[src/rtl/bcdcount_chain.sv]
// Chained radix-RADIX decimal counter with parallel load, BCD and ASCII-offset views.
// Define BCDCOUNT_DOWN_EN to enable down counting selected by dir.
module bcdcount_chain #(
    parameter int         DIGITS = 4,
    parameter int         RADIX  = 10,
    parameter logic [7:0] BASE   = 8'h30
) (
    input  logic                  clk,
    input  logic                  rst,
    input  logic                  en,
    input  logic                  load,
    input  logic [DIGITS*4-1:0]   load_val,
    input  logic                  dir,
    output logic [DIGITS*4-1:0]   bcd,
    output logic [DIGITS*8-1:0]   digits,
    output logic                  carry,
    output logic                  zero
);

    localparam logic [3:0] MAX = 4'(RADIX - 1);

    logic [DIGITS-1:0][3:0] dig_q;
    logic [DIGITS-1:0][3:0] dig_d;
    logic                   carry_q;
    logic                   carry_d;

`ifndef BCDCOUNT_DOWN_EN
    logic unused_dir;
    assign unused_dir = dir;
`endif

    always_comb begin
        logic ripple;
        dig_d   = dig_q;
        carry_d = 1'b0;
        ripple  = 1'b1;
        if (load) begin
            for (int i = 0; i < DIGITS; i++) begin
                if (load_val[4*i +: 4] > MAX) begin
                    dig_d[i] = MAX;
                end else begin
                    dig_d[i] = load_val[4*i +: 4];
                end
            end
        end else if (en) begin
            // ripple stays high while every lower digit sits at its wrap value
            for (int i = 0; i < DIGITS; i++) begin
`ifdef BCDCOUNT_DOWN_EN
                if (dir) begin
                    if (ripple) begin
                        dig_d[i] = (dig_q[i] == 4'd0) ? MAX : dig_q[i] - 4'd1;
                    end
                    ripple = ripple & (dig_q[i] == 4'd0);
                end else begin
`endif
                    if (ripple) begin
                        dig_d[i] = (dig_q[i] == MAX) ? 4'd0 : dig_q[i] + 4'd1;
                    end
                    ripple = ripple & (dig_q[i] == MAX);
`ifdef BCDCOUNT_DOWN_EN
                end
`endif
            end
            carry_d = ripple;
        end
    end

    always_ff @(posedge clk or posedge rst) begin
        if (rst) begin
            dig_q   <= '0;
            carry_q <= 1'b0;
        end else begin
            dig_q   <= dig_d;
            carry_q <= carry_d;
        end
    end

    for (genvar g = 0; g < DIGITS; g++) begin : g_ascii
        assign digits[8*g +: 8] = BASE + {4'b0000, dig_q[g]};
    end

    assign bcd   = dig_q;
    assign carry = carry_q;
    assign zero  = (dig_q == '0);

endmodule

[config.mk]
export PLATFORM = sky130hd
export DESIGN_NAME = bcdcount_chain
export DESIGN_NICKNAME = d
export VERILOG_FILES = /design/src/rtl/bcdcount_chain.sv
export SDC_FILE = /design/constraint.sdc
export NUM_CORES = 1
export LEC_CHECK = 0
export ABC_AREA = 1
export BUFFER_PORTS_ARGS = -buffer_cell sky130_fd_sc_hd__buf_4
export CORE_MARGIN = 2
export CORE_UTILIZATION = 47
export CTS_CLUSTER_DIAMETER = 200
export DETAILED_ROUTE_END_ITERATION = 8
export PLACE_DENSITY = 0.81
export SLEW_MARGIN = 20
export SYNTH_ARGS = -nofsm -noshare
export SYNTH_HDL_FRONTEND = slang
export SYNTH_SLANG_ARGS = --single-unit
[constraint.sdc]
create_clock -name clk -period 1.7 [get_ports clk]
set_clock_uncertainty 0.1 [all_clocks]
set_input_delay 0.17 -clock clk [delete_from_list [all_inputs] [get_ports clk]]
set_output_delay 0.17 -clock clk [all_outputs]
set_load 0.02 [all_outputs]
* After elaboration in Yosys (flattened, before gate mapping)
Cells that the tools add are included.
** Cells by class
- $add $sub $neg :: 8
- $lt $le $gt $ge :: 4
- Eq/ne operators :: 4
- Multiplexer cells :: 15
- Bitwise operators :: 3
- Reduce and logical (&&, ||, !) cells :: 8
** Operator list (count)
- $mux 4 :: 11
- $mux 16 :: 2
- $add 6x4->7 const A :: 4
- $add 4x1->4 const B :: 4
- $eq 4x4->1 const B :: 4
- $gt 4x4->1 const B :: 4
- $logic_not 16->1 :: 1
- $reduce_bool 2->1 :: 4
- $reduce_and 2->1 :: 3
- $and 1x1->1 :: 3
- $mux 1 :: 2
** Word-level totals
- Register bits after elaboration :: 17
- Word-level logic and storage cells :: 47

* Longest topological paths before layout
- Depth in word-level cells :: 6
- Mapped depth :: 9
- Gate-level depth less buffers :: 9

* Worst setup path after synthesis
No wires, ideal clock.
- Path type :: reg-to-output
- From :: reg dig_q, in the netlist bcd[8]
- To :: out zero
- Arrival time :: 1181 ps
- Required time :: 1430 ps
- Slack :: 249 ps
- Cell stages (with the launch flop) :: 5
- Buffers on the path :: 1
- Path through :: dfrtp_1 > buf_2 > nor3_1 > nand4_1 > nor2_1
** On the way
- Cells in the longest elaborated chain, start to end :: 1
** Ends and longest elaborated chain
- start, declared :: RTL line 22 : logic [DIGITS-1:0][3:0] dig_q;
- start signal, assigned :: RTL line 73 : dig_q <= dig_d;
- $logic_not 16->1 :: RTL line 84 : assign zero = (dig_q == '0);
- end, declared :: RTL line 17 : output logic zero
No other way between the ends.

* Final worst setup path
- From :: reg dig_q, in the netlist bcd[2]
- To :: out zero
Same word-level chain as after synthesis.

==> results.json <==
{
  "worst_pin_slew_ns": 0.675,
  "clk-insertion-delay-late_ns": 0.31,
  "whs_ns": 0.0193,
  "drc_errors": 0,
  "finalHoldViolCount": 0,
  "sequentialPowerShare_pct": 31.4,
  "setup_violations": 0,
  "yosys.area_share.adder_pct": 0,
  "relSlewSlack_pct": 55.0,
  "syn_to_final_growth_pct": 25.8,
  "ir_drop_uv": 585,
  "dr.pass1.iters": 4,
  "wl_um": 3580,
  "finalCritPeriodShare_pct": 97.6,
  "htree_levels": 1,
  "pre_cts_ws_ns": 0.283,
  "holdPathStages": 3,
  "antenna_found_initial": 0,
  "dpl_cell_area_mm2": 0.00176,
  "initial_core_util_pct": 49.6,
  "cellInternalPower_w": 0.00113,
  "synth.top_cell.area_share_pct": 28.1,
  "cp.required_ns": 1.43,
  "finalPower_w": 0.00223,
  "drive_gt1_share_pct": 34.8,
  "vias": 1569,
  "crit_family": "simple AND/OR/NAND/NOR gates",
  "clk_path_buf_depth": 2,
  "synth_xor_area_share_pct": 0.578,
  "clock_sinks": 17,
  "layout_commonest_cell": "nand2_1",
  "ys_types": 26,
  "finalInstanceArea_mm2": 0.00191,
  "synth_edf_count": 0,
  "crit_type": "reg -> out",
  "reg2reg_depth": 9,
  "synth-simple-area-share_pct": 39.6,
  "critPathBufInv": 1,
  "drtAntennaViolNets": 0,
  "yosysSeqAreaShare_pct": 28.1,
  "p_clk_share_pct": 10.9,
  "clk_pin_slew_worst_paths_ns": 0.11,
  "worst-path-stages": 4,
  "cap_violations": 0,
  "switching_share_pct": 49.2,
  "yosys.area.top_type": "dfrtp_1",
  "p_switching_w": 0.00110,
  "stdcell_count": 323,
  "postSynthCellCount": 233,
  "die_area_mm2": 0.00369,
  "setup_slack_ns": 0.0400,
  "avgSynthCellArea_um2": 6.50,
  "ys.warnings.count": 0,
  "final_nets": 301,
  "end_kind": "output pin",
  "synth_mux_area_share_pct": 0,
  "cp_slowest_cell": "dfrtp_2",
  "grt_max_degree": 21,
  "arrival_ns": 1.39,
  "die_h_um": 60.8,
  "crit_fanout": 4,
  "drt_iter0_markers": 67,
  "grt_overflow": 0,
  "crit_chain": "nor4_2 -> nand2_1 -> nor2_2 -> buf_6",
  "num_rows": 20,
  "synth-compound-area-share_pct": 7.10,
  "power_per_cell_area_mw_per_mm2": 1170,
  "cts_tree": "built",
  "synth_flop_cell": "dfrtp_1",
  "cts_buffers": 3,
  "core_area_mm2": 0.00305,
  "p_leak_nw": 1.05,
  "viasPerCell": 4.86,
  "placed_cells": 309,
  "grt_pass1_vias": 1294,
  "pin_count": 71,
  "fmax_mhz": 602,
  "die_width_um": 60.8,
  "wl_per_cell_um": 11.1,
  "hpwl_um": 2590,
  "rsz0062_at_grt": "yes",
  "gp_congestion": 0.784,
  "synthTopCellsByArea": "dfrtp_1 28%, nand2_1 17%, buf_4 17%, nand3_1 8.6%, inv_1 4.7%",
  "startpoint_type": "flip-flop",
  "synth_top_family_by_area": "simple AND/OR/NAND/NOR gates",
  "synth-seq-cells": 17,
  "status": "finished, final reports clean",
  "portBuffers": 53,
  "power_frac_comb_pct": 57.8,
  "drv_slew": 0,
  "diodes": 0,
  "gr-usage-all-layers_pct": 20.3,
  "hold_path_class": "in -> reg",
  "crit_path_max_incr_delay_ns": 0.45,
  "period_minus_slack_ns": 1.66,
  "async_reset_ff_share_pct": 100,
  "netlist_area_mm2": 0.00152,
  "final_cell_mix": "69 x nand2_1, 61 x buf_4, 26 x nand3_1",
  "grt_pass1_wl_um": 5710,
  "root_buffer": "clkbuf_4"
}
==> layout make-up <==
class | count | area (µm²)
Fill cell | 296 | 1150
Multi-Input combinational cell | 167 | 798
Timing Repair Buffer | 64 | 489
Sequential cell | 17 | 435
Inverter | 27 | 101
Tap cell | 44 | 55.1
Clock buffer | 3 | 22.5
Clock inverter | 1 | 5.00
==> state kept, by name (all words and copies together), names as in the netlist <==
name / flops
bcd: 16
carry: 1
==> tightest hold or removal path, stage by stage <==
cell     delay (ns)
buf_4          0.08
nand2_1        0.07
o21ai_1        0.07
==> per-stage QoR <==
step | TNS [ns] | util [%]
floorplan | 0 | -
global placement | 0 | 57.7
detailed placement | 0 | 57.7
CTS | 0 | 59.9
global route | -0.0850 | 62.5
finish | 0 | 62.5
==> logic make-up after synthesis <==
kind of cell	count (synthesis)
xor+xnor	1
simple gates	130
flops	17
other cells	2
buf+inv	63
compound gates	20
==> metal layers <==
metal  global-route usage, %  vias to the layer above  share of wire, %
met1                    26.5                      702                43
met5                       0                        -                 0
met2                    34.9                       76                49
li1                        -                      784                 -
met4                    7.45                        0               1.8
met3                    1.92                        7               6.4
==> final timing paths <==
kind | from | endpoint | slack (ns)
min in group asynchronous | rst | bcd[2] | 0.41
min reg2reg | bcd[15] | bcd[15] | 0.49
max reg2reg | bcd[2] | bcd[11] | 0.20
min | load_val[3] | bcd[3] | 0.02
max in group asynchronous | rst | bcd[13] | 0.62
max | bcd[2] | zero | 0.04
==> cell usage after synthesis (3+ instances only) <==
library cell   n
buf_4         34
dfrtp_1       17
inv_1         19
inv_2          8
nand2_1       70
nand3_1       26
nand4_1        4
nor2_1        14
nor3_1         3
nor4_1         3
o21ai_0        7
o21ai_1        8
==> repair_timing <==
item / in CTS / in global routing
endpoints found under the setup margin: 1 / 1
setup buffers: 2 / 6
resized for setup: 3 / 12
hold endpoints to repair: 18 / 0
hold buffers: 2 / 0
pin swaps: 0 / 4
==> power groups by stage <==
| stage | clock [W] | sequential [W] | combinational (W) |
|---|---|---|---|
| 2_1_floorplan | 0 | 0.000793 | 0.000791 |
| 3_3_place_gp | 0 | 0.000712 | 0.00115 |
| 3_5_place_dp | 0 | 0.000715 | 0.00117 |
| 4_1_cts | 0.000239 | 0.000688 | 0.00122 |
| 5_1_grt | 0.000260 | 0.000723 | 0.00142 |
| 6_report | 0.000242 | 0.000700 | 0.00129 |
Note: power is estimated with default switching activity, not from simulation.
